[config.mk]
export PLATFORM = sky130hd
export DESIGN_NAME = rr_mux_8x1
export DESIGN_NICKNAME = d
export VERILOG_FILES = /design/src/rtl/rr_mux_8x1_pkg.sv /design/src/rtl/rr_mux_8x1_arbiter.sv /design/src/rtl/rr_mux_8x1.sv
export SDC_FILE = /design/constraint.sdc
export NUM_CORES = 1
export LEC_CHECK = 0
export ABC_AREA = 1
export BUFFER_PORTS_ARGS = -buffer_cell sky130_fd_sc_hd__buf_2
export CAP_MARGIN = 40
export CORE_MARGIN = 1.5
export CORE_UTILIZATION = 49
export DETAILED_ROUTE_END_ITERATION = 12
export GPL_TIMING_DRIVEN = 0
export PLACE_DENSITY = 0.82
export SLEW_MARGIN = 20
export SYNTH_ARGS = -nofsm -noshare
export SYNTH_HDL_FRONTEND = slang
export SYNTH_SLANG_ARGS = --single-unit
[constraint.sdc]
create_clock -name clk -period 2.9 [get_ports clk]
set_input_delay 0.58 -clock clk [delete_from_list [all_inputs] [get_ports clk]]
set_output_delay 0.58 -clock clk [all_outputs]
set_load 0.01 [all_outputs]
[src/rtl/rr_mux_8x1_pkg.sv]
// Shared channel definitions for the 8-channel round-robin concentrator and
// its companion 1x8 demux.
//   N_CH          number of channels (fixed at 8)
//   SEL_W         channel index width
//   DATA_W_DEF    default per-channel data width
//   onehot_to_idx one-hot (or zero) 8-bit vector -> 3-bit channel index
package rr_mux_8x1_pkg;

  localparam int unsigned N_CH       = 8;
  localparam int unsigned SEL_W      = 3;
  localparam int unsigned DATA_W_DEF = 8;

  typedef logic [N_CH-1:0]  ch_vec_t;
  typedef logic [SEL_W-1:0] ch_idx_t;

  // OR of the indices of all set bits; exact for one-hot input, 0 for zero.
  function automatic ch_idx_t onehot_to_idx(input ch_vec_t oh);
    ch_idx_t idx;
    idx = '0;
    for (int unsigned i = 0; i < N_CH; i++) begin
      if (oh[i]) idx = idx | ch_idx_t'(i);
    end
    return idx;
  endfunction

endpackage

[src/rtl/rr_mux_8x1_arbiter.sv]
// rr_arbiter_8: combinational 8-way round-robin arbiter.
//   req     request vector
//   ptr     highest-priority channel this cycle
//   gnt     one-hot (or zero) grant: first requester at ptr, ptr+1, ... mod 8
//   gnt_idx index of the granted channel (0 when no grant)
module rr_arbiter_8
  import rr_mux_8x1_pkg::*;
(
  input  logic [N_CH-1:0]  req,
  input  logic [SEL_W-1:0] ptr,
  output logic [N_CH-1:0]  gnt,
  output logic [SEL_W-1:0] gnt_idx
);

  logic [2*N_CH-1:0] req_dbl;
  logic [2*N_CH-1:0] gnt_dbl;
  logic [N_CH-1:0]   req_rot;
  logic [N_CH-1:0]   pick_rot;

  always_comb begin
    // Rotate right by ptr so the pointer channel lands at bit 0.
    req_dbl  = {req, req} >> ptr;
    req_rot  = req_dbl[N_CH-1:0];
    // Isolate the lowest set bit: fixed-priority pick in rotated space.
    pick_rot = req_rot & (~req_rot + {{(N_CH-1){1'b0}}, 1'b1});
    // Rotate left by ptr to return to channel numbering.
    gnt_dbl  = {pick_rot, pick_rot} << ptr;
    gnt      = gnt_dbl[2*N_CH-1:N_CH];
    gnt_idx  = onehot_to_idx(gnt);
  end

endmodule

[src/rtl/rr_mux_8x1.sv]
// rr_mux_8x1: 8-channel round-robin concentrator onto one registered stream.
//   clk, rst_n  clock, asynchronous active-low reset
//   ch_en       per-channel enable mask (disabled channels never granted)
//   in_valid    per-channel word available
//   in_data     channel i word at [i*DATA_W +: DATA_W]
//   in_ready    one-hot (or zero) accept strobe, combinational on in_valid
//   out_valid   output register holds a beat
//   out_data    beat data
//   out_sel     source channel of the beat
//   out_ready   downstream accepts the beat this cycle
module rr_mux_8x1
  import rr_mux_8x1_pkg::*;
#(
  parameter int unsigned DATA_W = DATA_W_DEF
) (
  input  logic                   clk,
  input  logic                   rst_n,
  input  logic [N_CH-1:0]        ch_en,
  input  logic [N_CH-1:0]        in_valid,
  input  logic [N_CH*DATA_W-1:0] in_data,
  output logic [N_CH-1:0]        in_ready,
  output logic                   out_valid,
  output logic [DATA_W-1:0]      out_data,
  output logic [SEL_W-1:0]       out_sel,
  input  logic                   out_ready
);

  logic [SEL_W-1:0]  ptr;
  logic [N_CH-1:0]   req;
  logic [N_CH-1:0]   gnt;
  logic [SEL_W-1:0]  gnt_idx;
  logic              load;
  logic              xfer;
  logic [DATA_W-1:0] sel_data;

  rr_arbiter_8 u_arb (
    .req     (req),
    .ptr     (ptr),
    .gnt     (gnt),
    .gnt_idx (gnt_idx)
  );

  always_comb begin
    load     = ~out_valid | out_ready;
    req      = in_valid & ch_en;
    in_ready = load ? gnt : '0;
    xfer     = |in_ready;
    sel_data = in_data[gnt_idx*DATA_W +: DATA_W];
  end

  always_ff @(posedge clk or negedge rst_n) begin
    if (!rst_n) begin
      out_valid <= 1'b0;
      out_data  <= '0;
      out_sel   <= '0;
      ptr       <= '0;
    end else if (xfer) begin
      // Covers both an empty register and drain-and-refill in one edge.
      out_valid <= 1'b1;
      out_data  <= sel_data;
      out_sel   <= gnt_idx;
      ptr       <= gnt_idx + 1'b1;
    end else if (out_ready) begin
      out_valid <= 1'b0;
    end
  end

endmodule

* Word-level counts from Yosys, hierarchy flattened
Index checks and enable logic that the tools add are counted.
** Operators by class
- Multiplexer cells :: 10
- Shifts and indexed selects :: 3
- Reductions and logical operators :: 2
- Add/subtract/negate cells :: 2
- Bitwise logic cells :: 5
** Operators with widths (number)
- 64-bit by 7-bit variable part select with 8-bit output :: 1
- 8-bit bitwise AND :: 2
- 16-bit by 3-bit << shifter with 16-bit output :: 1
- 16-bit by 3-bit >> shifter with 8-bit output :: 1
- 3-bit two-way mux :: 4
- 8-bit by 1-bit adder with 8-bit output (second input constant) :: 1
- 8-bit two-way mux :: 1
- 8-bit inverter :: 1
- 8-bit OR reduction :: 1
- 2-bit two-way mux :: 2
- 3-bit by 1-bit adder with 3-bit output (second input constant) :: 1
- 1-bit two-way mux :: 3
- 2-bit nonzero test :: 1
- 1-bit inverter :: 1
- 1-bit OR :: 1
** Word-level totals
- Register bits :: 15
- Bits of input ports :: 83
- Output and inout bits :: 20
- Logic and storage cells :: 26

* Logic depth before layout (Yosys ltp)
Gate-level depths: netlist of the first run.
- Depth after elaboration :: 14
- Mapped depth :: 24
- Mapped depth without buffers :: 22

* Hierarchy
A second synthesis of the first run with hierarchy kept.
** Unflattened totals
- Cells, all modules :: 403
- Area, all modules :: 2197.1 µm²
** By module, submodules not included
- rr_mux_8x1 :: times used 1, cells an instance 241, sequential area each 375.4 µm², area an instance 1405.1 µm²
- rr_arbiter_8 :: times used 1, cells an instance 162, sequential area each 0.0 µm², area an instance 792.0 µm²

* Least setup slack after synthesis of the first run
Ideal clock, no wire load.
- Path kind :: input to register
- From :: input port in_valid[5]
- To :: register ptr[2]
- Setup slack :: 0.520 ns
- Stages :: 19
- Data arrival time :: 2.258 ns
- Buffers on the path :: 1
- Path through :: nand2_1 > nand2_1 > nand3_1 > nand3_1 > nand2_1 > nand2_2 > nor2_4 > nand3_1 > nand3_2 > nand2_2 > nand2_4 > nor2_8 > inv_4 > buf_6 > ha_1 > nand3_1 > nand2_1 > nand2_1 > o21ai_1
** Between the ends
- Elaborated cells on any way between the ends :: 16
- Those cells by class :: 2 x add/sub; 2 x shift; 8 x mux; 3 x bitwise; 1 x reduce/logical
** RTL lines
- from (decl) :: RTL line rr_mux_8x1.sv:19 : input logic [N_CH-1:0] in_valid,
- 8-bit bitwise AND * :: RTL line rr_mux_8x1.sv:45 : req = in_valid & ch_en;
- 16-bit by 3-bit >> shifter with 8-bit output * :: RTL line rr_mux_8x1_arbiter.sv:22 : req_dbl = {req, req} >> ptr;
- 8-bit inverter :: RTL line rr_mux_8x1_arbiter.sv:25 : pick_rot = req_rot & (~req_rot + {{(N_CH-1){1'b0}}, 1'b1});
- 8-bit by 1-bit adder with 8-bit output :: RTL line rr_mux_8x1_arbiter.sv:25
- 8-bit bitwise AND * :: RTL line rr_mux_8x1_arbiter.sv:25
- 16-bit by 3-bit << shifter with 16-bit output * :: RTL line rr_mux_8x1_arbiter.sv:27 : gnt_dbl = {pick_rot, pick_rot} << ptr;
- 2-bit two-way mux (2 in a row) :: RTL line rr_mux_8x1_pkg.sv:21 : if (oh[i]) idx = idx | ch_idx_t'(i);
- 3-bit two-way mux (3 in a row) :: RTL line rr_mux_8x1_pkg.sv:21
- 3-bit two-way mux * :: RTL line rr_mux_8x1_pkg.sv:21
- net gnt_idx[1] :: RTL line rr_mux_8x1.sv:31 : logic [SEL_W-1:0] gnt_idx;
- 3-bit by 1-bit adder with 3-bit output * :: RTL line rr_mux_8x1.sv:62 : ptr <= gnt_idx + 1'b1;
- to (signal assigned) :: RTL line rr_mux_8x1.sv:62
- to (decl) :: RTL line rr_mux_8x1.sv:28 : logic [SEL_W-1:0] ptr;
The timed path passes the listed nets; every way through them passes the cells marked *.
A chain may end at the register's enable or synchronous reset.

* Worst setup path in the final report of the first run
- From :: register ptr[0]
- To :: output port in_ready[5]
** Between the ends
- Cells in the longest elaborated chain, start to end :: 6
** Ends and longest elaborated chain
- 16-bit by 3-bit >> shifter with 8-bit output :: RTL line rr_mux_8x1_arbiter.sv:22
- 8-bit inverter :: RTL line rr_mux_8x1_arbiter.sv:25
- 8-bit by 1-bit adder with 8-bit output :: RTL line rr_mux_8x1_arbiter.sv:25
- 8-bit bitwise AND :: RTL line rr_mux_8x1_arbiter.sv:25
- 16-bit by 3-bit << shifter with 16-bit output * :: RTL line rr_mux_8x1_arbiter.sv:27
- 8-bit two-way mux * :: RTL line rr_mux_8x1.sv:46 : in_ready = load ? gnt : '0;
- to (decl) :: RTL line rr_mux_8x1.sv:21 : output logic [N_CH-1:0] in_ready,
Mark *: on every way between the ends. The rest lies on a longest branch, timed or not.

==> results.sh, run 1 <==
export IMPL_hold_viol_final=0
export IMPL_drive_gt1_share_pct=41.7
export IMPL_wirelength_um=8110
export IMPL_rsz0062_at_grt="true"
export IMPL_grt_pass1_wl_um=11000
export IMPL_start_util_pct=51.2
export IMPL_fin_util_pct=74.2
export IMPL_fin_area_um2=3550
export IMPL_top_layer="met4"
export IMPL_hp_class="primary input to async pin"
export IMPL_dieArea_um2=5440
export IMPL_synth_seq_area_share_pct=15.3
export IMPL_drv_cap=0
export IMPL_yosysTopAreaCell="nand3_1"
export IMPL_antenna_found_initial=0
export IMPL_grt_overflow=0
export IMPL_port_buffers=102
export IMPL_synth_async_sr_flop_share_pct=100
export IMPL_cts_buffer_depth=2
export IMPL_grtUsageTotal_pct=25.1
export IMPL_placed_cell_area_um2=3050
export IMPL_cp_endpoint="in_ready[5]"
export IMPL_yosysMostFrequentCell="nand2_1"
export IMPL_critPathMaxStageDelay_ns=0.37
export IMPL_violations="negative setup slack"
export IMPL_dr_wl_met2_um=3880
export IMPL_min_period_over_period_pct=100
export IMPL_clock_sinks=15
export IMPL_max_freq_mhz=344
export IMPL_synth_area_top_cells="nand3_1 30%, nand2_1 23%, dfrtp_1 15%"
export IMPL_worstSetupPathType="flop to output pin"
export IMPL_arrival_ns=2.33
export IMPL_first_iter_violations=275
export IMPL_grt_start_max_net_pins=16
export IMPL_via_count=3401
export IMPL_crit_fanout=8
export IMPL_syn_area_um2=2450
export IMPL_synth_cells=437
export IMPL_wl_met1_um=3510
export IMPL_synth_edff_count=0
export IMPL_die_h_um=73.7
export IMPL_crit_path_end_kind="output pin"
export IMPL_insertion_delay_ns=0.25
export IMPL_htreeDepth=1
export IMPL_crit_slowest_cell="dfrtp_1"
export IMPL_grt_pass1_vias=2550
export IMPL_slew_headroom_pct=54.8
export IMPL_via_per_inst=5.49
export IMPL_cts_root_buffer="clkbuf_8"
export IMPL_critical_path_startpoint="ptr[0]$_DFFE_PN0P_"
export IMPL_synth_cell_types=25
export IMPL_post_dp_hpwl_um=5840
export IMPL_r2r_slack_ns=0.11
export IMPL_r2r_cells=22
export IMPL_drv_slew=0
export IMPL_dr_wl_met3_um=553
export IMPL_start_kind="flop"
export IMPL_synthFlopType="dfrtp_1"
export IMPL_syn_nets=521
export IMPL_period_minus_slack_ns=2.91
export IMPL_outcome="finished, violations left"
export IMPL_diodes=0
export IMPL_nets=637
export IMPL_clk_pin_slew_ns=0.07
export IMPL_regToRegEndpoint="ptr[2]$_DFFE_PN0P_"
export IMPL_std_cell_rows=25
export IMPL_syn_to_final_growth_pct=44.7
export IMPL_synth_area_per_cell_um2=5.61
export IMPL_fin_ws_ns=-0.00926
export IMPL_crit_top_cell="nand2_2"
export IMPL_required_ns=2.32
export IMPL_hold_buffers=0
export IMPL_io_pins=103
export IMPL_place_inst=606
export IMPL_numCtsBuffers=3
export IMPL_crit_chain="buf_8, buf_8, nand2_4, nand3_4, nand3_2, nand2_2, nand2_2, nor2_4, buf_12, nand3_4, nand2_2, nand2_2, nand2_2, nand2_2, a21oi_2, buf_2"
export IMPL_dr_pass1_iters=5
export IMPL_yosysWarnings=0
export IMPL_fin_skew_ns=0.00929
export IMPL_ant_nets=0
export IMPL_synth_top_area_share_pct=30.2
export IMPL_cts_tree="yes"
export IMPL_tightestPinTransition_ns=0.675
export IMPL_routabilityCongestion=0.923
export IMPL_fp_coreArea_um2=4790
export IMPL_synth_seq_cells=15
export IMPL_final_setup_viol_count=1
export IMPL_synthTopCellsByCount="149 x nand2_1, 148 x nand3_1, 36 x inv_1, 15 x dfrtp_1, 13 x nor2_1"
export IMPL_fp_dieW_um=73.7
export IMPL_stdcell_count=619
export IMPL_rr_startpoint="ptr[0]$_DFFE_PN0P_"
export IMPL_drc_errors=0
export IMPL_wire_per_inst_um=13.1
-- kinds of logic (layout without fill, tap and decap cells) --
| kind of cell | count (synthesis) | after routing | synth area share (%) |
|---|---|---|---|
| and+or+nand+nor | 345 | 345 | 68.0 |
| buffers and inverters | 65 | 180 | 13.4 |
| DFF | 15 | 15 | 15.3 |
| AOI/OAI and AO/OA | 11 | 11 | 2.86 |
| adders and majority gates | 1 | 1 | 0.510 |
-- through the flow --
step / setup slack, ns / hold slack [ns] / setup TNS [ns]
global placement: 0.165 / 0.454 / 0
detailed placement: 0.139 / 0.470 / 0
global route: -0.148 / 0.247 / -0.738
floorplan: 0.520 / 0.284 / 0
CTS: 0.0235 / 0.232 / 0
finish: -0.00926 / 0.215 / -0.00926
-- flip-flops by register name, summed over array words and instances (netlist names) --
name / cells
out_valid: 1
out_sel: 3
out_data: 8
ptr: 3
-- worst max-delay path, delay by kind of cell (launching register included) --
kind                   cells  cell delay [ns]
AOI/OAI and AO/OA          1             0.15
buffers and inverters      4             0.60
DFF                        1             0.37
and+or+nand+nor           11             0.94
-- per-layer routing --
| metal | global-route usage, % | vias up |
|---|---|---|
| met4 | 5.56 | 0 |
| met3 | 3.02 | 24 |
| met2 | 38.3 | 158 |
| met1 | 37.4 | 1551 |
| met5 | 0 | - |
| li1 | - | 1668 |
-- worst min path at each step --
stage / startpoint / end / slack (ns) / cells past startpoint
2_1_floorplan: rst_n / out_data[0]$_DFFE_PN0P_ / 0.28 / 0
3_3_place_gp: out_sel[1]$_DFFE_PN0P_ / out_sel[1]$_DFFE_PN0P_ / 0.45 / 2
3_5_place_dp: out_sel[0]$_DFFE_PN0P_ / out_sel[0]$_DFFE_PN0P_ / 0.47 / 2
4_1_cts: rst_n / out_sel[0]$_DFFE_PN0P_ / 0.23 / 1
5_1_grt: rst_n / out_sel[0]$_DFFE_PN0P_ / 0.25 / 1
6_report: rst_n / out_sel[0]$_DFFE_PN0P_ / 0.21 / 1
-- timing repair --
item / 4_1_cts / 5_1_grt
buffers inserted: 0 / 8
setup endpoints to repair: 0 / 9
resized for setup: 0 / 92
-- layout by cell type, fill, tap and decap left out, drive strengths merged --
| cell type | count |
|---|---|
| a21oi | 5 |
| buf | 131 |
| nand3 | 155 |
| o21ai | 6 |
| dfrtp | 15 |
| nand3b | 8 |
| nand2 | 165 |
| ha | 1 |
| clkbuf | 4 |
| nor2 | 17 |
| inv | 42 |
| clkinv | 3 |
-- area by class of cell --
cell class / instances / area [um2]
multi-input combinational: 357 / 2080
fill: 408 / 1240
timing repair buffer: 110 / 596
sequential: 15 / 377
inverter: 43 / 179
buffer: 22 / 178
tap: 67 / 83.8
clock buffer: 3 / 41.3
timing repair inverter: 1 / 8.76
clock inverter: 1 / 5.00
Power of run 1 is not shown: default switching activity piles up to over one toggle a cycle in this logic, so the estimate is an artifact.
==> run 2, diff against run 1 <==
--- a/config.mk
+++ b/config.mk
@@ -5,14 +5,14 @@
 export SDC_FILE = /design/constraint.sdc
 export NUM_CORES = 1
 export LEC_CHECK = 0
-export ABC_AREA = 1
 export BUFFER_PORTS_ARGS = -buffer_cell sky130_fd_sc_hd__buf_2
 export CAP_MARGIN = 40
+export CORE_ASPECT_RATIO = 0.7
 export CORE_MARGIN = 1.5
-export CORE_UTILIZATION = 49
+export CORE_UTILIZATION = 46
 export DETAILED_ROUTE_END_ITERATION = 12
 export GPL_TIMING_DRIVEN = 0
-export PLACE_DENSITY = 0.82
+export PLACE_DENSITY = 0.81
 export SLEW_MARGIN = 20
 export SYNTH_ARGS = -nofsm -noshare
 export SYNTH_HDL_FRONTEND = slang
==> results.sh, run 2 <==
export IMPL_reg_largest_list="out_data x8, out_sel x3, ptr x3"
export IMPL_layout_commonest_cell="buf_2"
export IMPL_peakVddDrop_mv=1.16
export IMPL_fin_skew_ns=0.00345
export IMPL_arrival_ns=2.62
export IMPL_start_util_pct=49.3
export IMPL_synth_area_per_cell_um2=8.34
export IMPL_power_frac_seq_pct=8.5
export IMPL_synth_top_area_share_pct=18.8
export IMPL_most_common_layout_cells="104 x buf_2, 27 x nand2_1, 21 x buf_4"
export IMPL_required_ns=2.32
export IMPL_dr_pass1_iters=6
export IMPL_worstSetupPathType="flop to output pin"
export IMPL_synth_cell_types=65
export IMPL_diodes=0
export IMPL_hold_buffers=0
export IMPL_synth_seq_cells=15
export IMPL_syn_area_um2=1990
export IMPL_grt_pass1_wl_um=11000
export IMPL_powerDensity_nw_per_um2=1510
export IMPL_synthTopCellsByCount="27 x nand2_1, 21 x a21oi_1, 18 x mux2i_1, 16 x nor2_1, 15 x dfrtp_1"
export IMPL_clk_pin_slew_ns=0.07
export IMPL_dieArea_um2=4740
export IMPL_clock_sinks=15
export IMPL_p_leak_nw=1.48
export IMPL_antenna_found_initial=0
export IMPL_routabilityCongestion=0.967
export IMPL_largest_reg_flops=8
export IMPL_max_freq_mhz=313
export IMPL_yosysTopAreaCell="dfrtp_1"
export IMPL_first_iter_violations=284
export IMPL_regToRegEndpoint="out_data[5]$_DFFE_PN0P_"
export IMPL_yosysMostFrequentCell="nand2_1"
export IMPL_regMostFlops="out_data"
export IMPL_grtUsageTotal_pct=30.1
export IMPL_crit_fanout=7
export IMPL_drc_errors=0
export IMPL_swShare_pct=49.6
export IMPL_top_layer="met4"
export IMPL_synthFlopType="dfrtp_1"
export IMPL_via_per_inst=6.48
export IMPL_nets=454
export IMPL_slew_headroom_pct=60.7
export IMPL_yosysWarnings=0
export IMPL_violations="negative setup slack"
export IMPL_htreeDepth=1
export IMPL_min_period_over_period_pct=110
export IMPL_outcome="finished, violations left"
export IMPL_grt_overflow=0
export IMPL_period_minus_slack_ns=3.20
export IMPL_fp_dieW_um=81.7
export IMPL_cts_root_buffer="clkbuf_8"
export IMPL_cts_buffer_depth=2
export IMPL_numCtsBuffers=3
export IMPL_place_inst=393
export IMPL_post_dp_hpwl_um=5590
export IMPL_wl_met1_um=3500
export IMPL_drive_gt1_share_pct=57.7
export IMPL_fin_ws_ns=-0.300
export IMPL_hold_viol_final=0
export IMPL_syn_to_final_growth_pct=59.6
export IMPL_whs_ns=0.215
export IMPL_cts_tree="yes"
export IMPL_std_cell_rows=19
export IMPL_hp_class="primary input to async pin"
export IMPL_final_setup_viol_count=23
export IMPL_n_fill_cell=267
export IMPL_via_count=2729
export IMPL_die_h_um=58.1
export IMPL_drv_cap=0
export IMPL_synth_async_sr_flop_share_pct=100
export IMPL_fin_area_um2=3180
export IMPL_grt_pass1_vias=2237
export IMPL_dr_wl_met2_um=3960
export IMPL_insertion_delay_ns=0.26
export IMPL_synth_area_top_cells="dfrtp_1 19%, mux2i_1 9.0%, a21oi_1 5.3%"
export IMPL_start_kind="flop"
export IMPL_r2r_cells=13
export IMPL_placed_cell_area_um2=2570
export IMPL_synth_edff_count=0
export IMPL_tightestPinTransition_ns=0.589
export IMPL_drv_slew=0
export IMPL_fin_setup_tns_ns=-3.66
export IMPL_rr_startpoint="ptr[2]$_DFFE_PN0P_"
export IMPL_fp_coreArea_um2=4040
export IMPL_combPwrFrac_pct=87.8
export IMPL_stdcell_count=421
export IMPL_wirelength_um=8540
export IMPL_intPower_mw=2.41
export IMPL_grt_start_max_net_pins=16
export IMPL_crit_path_end_kind="output pin"
export IMPL_r2r_slack_ns=-0.20
export IMPL_syn_nets=323
export IMPL_rsz0062_at_grt="true"
export IMPL_port_buffers=102
export IMPL_ant_nets=0
export IMPL_io_pins=103
export IMPL_fin_util_pct=78.7
export IMPL_wire_per_inst_um=20.3
export IMPL_synth_cells=239
export IMPL_synth_seq_area_share_pct=18.8
export IMPL_dr_wl_met3_um=881
export IMPL_power_switching_mw=2.38
export IMPL_pwr_share_clk_pct=3.8
==> run 2: cell types whose count changed after synthesis, sizes merged, moves of 10 or more <==
cell | previous run | this run
a211o | 0 | 10
a21oi | 5 | 23
a221oi | 0 | 16
inv | 42 | 7
mux2i | 0 | 18
nand2 | 165 | 30
nand3 | 155 | 9
==> run 2: cells by family after synthesis <==
| family | count (synthesis) | share of synthesized area (%) |
|---|---|---|
| buf+inv | 27 | 9.04 |
| flops | 15 | 18.8 |
| simple gates | 77 | 20.4 |
| mux | 24 | 12.4 |
| fa+ha+maj | 1 | 0.628 |
| compound gates | 95 | 38.7 |
==> run 2: worst max-delay path by stage <==
| stage | start | slack [ns] | end | cells past startpoint |
|---|---|---|---|---|
| floorplan | in_valid[1] | 0.03 | ptr[1]$_DFFE_PN0P_ | 11 |
| global placement | in_valid[0] | -0.42 | ptr[1]$_DFFE_PN0P_ | 13 |
| detailed placement | in_valid[0] | -0.44 | ptr[1]$_DFFE_PN0P_ | 13 |
| CTS | ptr[2]$_DFFE_PN0P_ | -0.19 | in_ready[7] | 11 |
| global route | ptr[2]$_DFFE_PN0P_ | -0.37 | in_ready[7] | 11 |
| finish | ptr[2]$_DFFE_PN0P_ | -0.30 | in_ready[7] | 11 |
==> run 2: stage by stage <==
stage,power [mW],setup WS [ns]
finish,4.79,-0.300
global route,4.99,-0.373
CTS,3.85,-0.193
detailed placement,3.26,-0.442
global placement,3.21,-0.421
floorplan,2.55,0.0304
==> run 2: power groups by stage <==
stage	clock (mW)	sequential, mW	combinational [mW]
after floorplan	0	0.435	2.11
after global placement	0	0.394	2.82
after detailed placement	0	0.397	2.86
after CTS	0.178	0.396	3.27
after global routing	0.187	0.421	4.38
final	0.180	0.407	4.21
==> run 2: final cells by class <==
cell class,count,area (um2),share of cell area [%]
clock inverter,1,7.51,0.236
multi-input combinational,197,1690,53.0
clock buffer,3,41.3,1.30
inverter,7,40.0,1.26
timing repair buffer,126,766,24.1
tap,52,65.1,2.04
sequential,15,375,11.8
buffer,20,201,6.33
==> run 2: repair_timing <==
item | 4_1_cts | 5_1_grt
endpoints found under the setup margin | 21 | 23
buffers inserted | 11 | 10
pin swaps | 11 | 31
resized for setup | 22 | 57
gates cloned | 1 | 2
==> run 2: worst max-delay path, cell delays in order (launching register included) <==
cell	delay, ns
dfrtp_1	0.37
buf_6	0.14
buf_8	0.13
nand4_1	0.07
o31a_2	0.18
o211ai_2	0.10
a22oi_2	0.29
nand2_2	0.14
or3_4	0.40
mux2_4	0.28
nor2_1	0.11
buf_2	0.15
==> run 2: layer usage <==
layer  vias to the layer above  GRT usage [%]
li1                       1187              -
met1                      1299           43.1
met2                       216           46.3
met3                        27           7.72
met4                         0           5.33
met5                         -              0
Power figures use the tool's default switching activity.
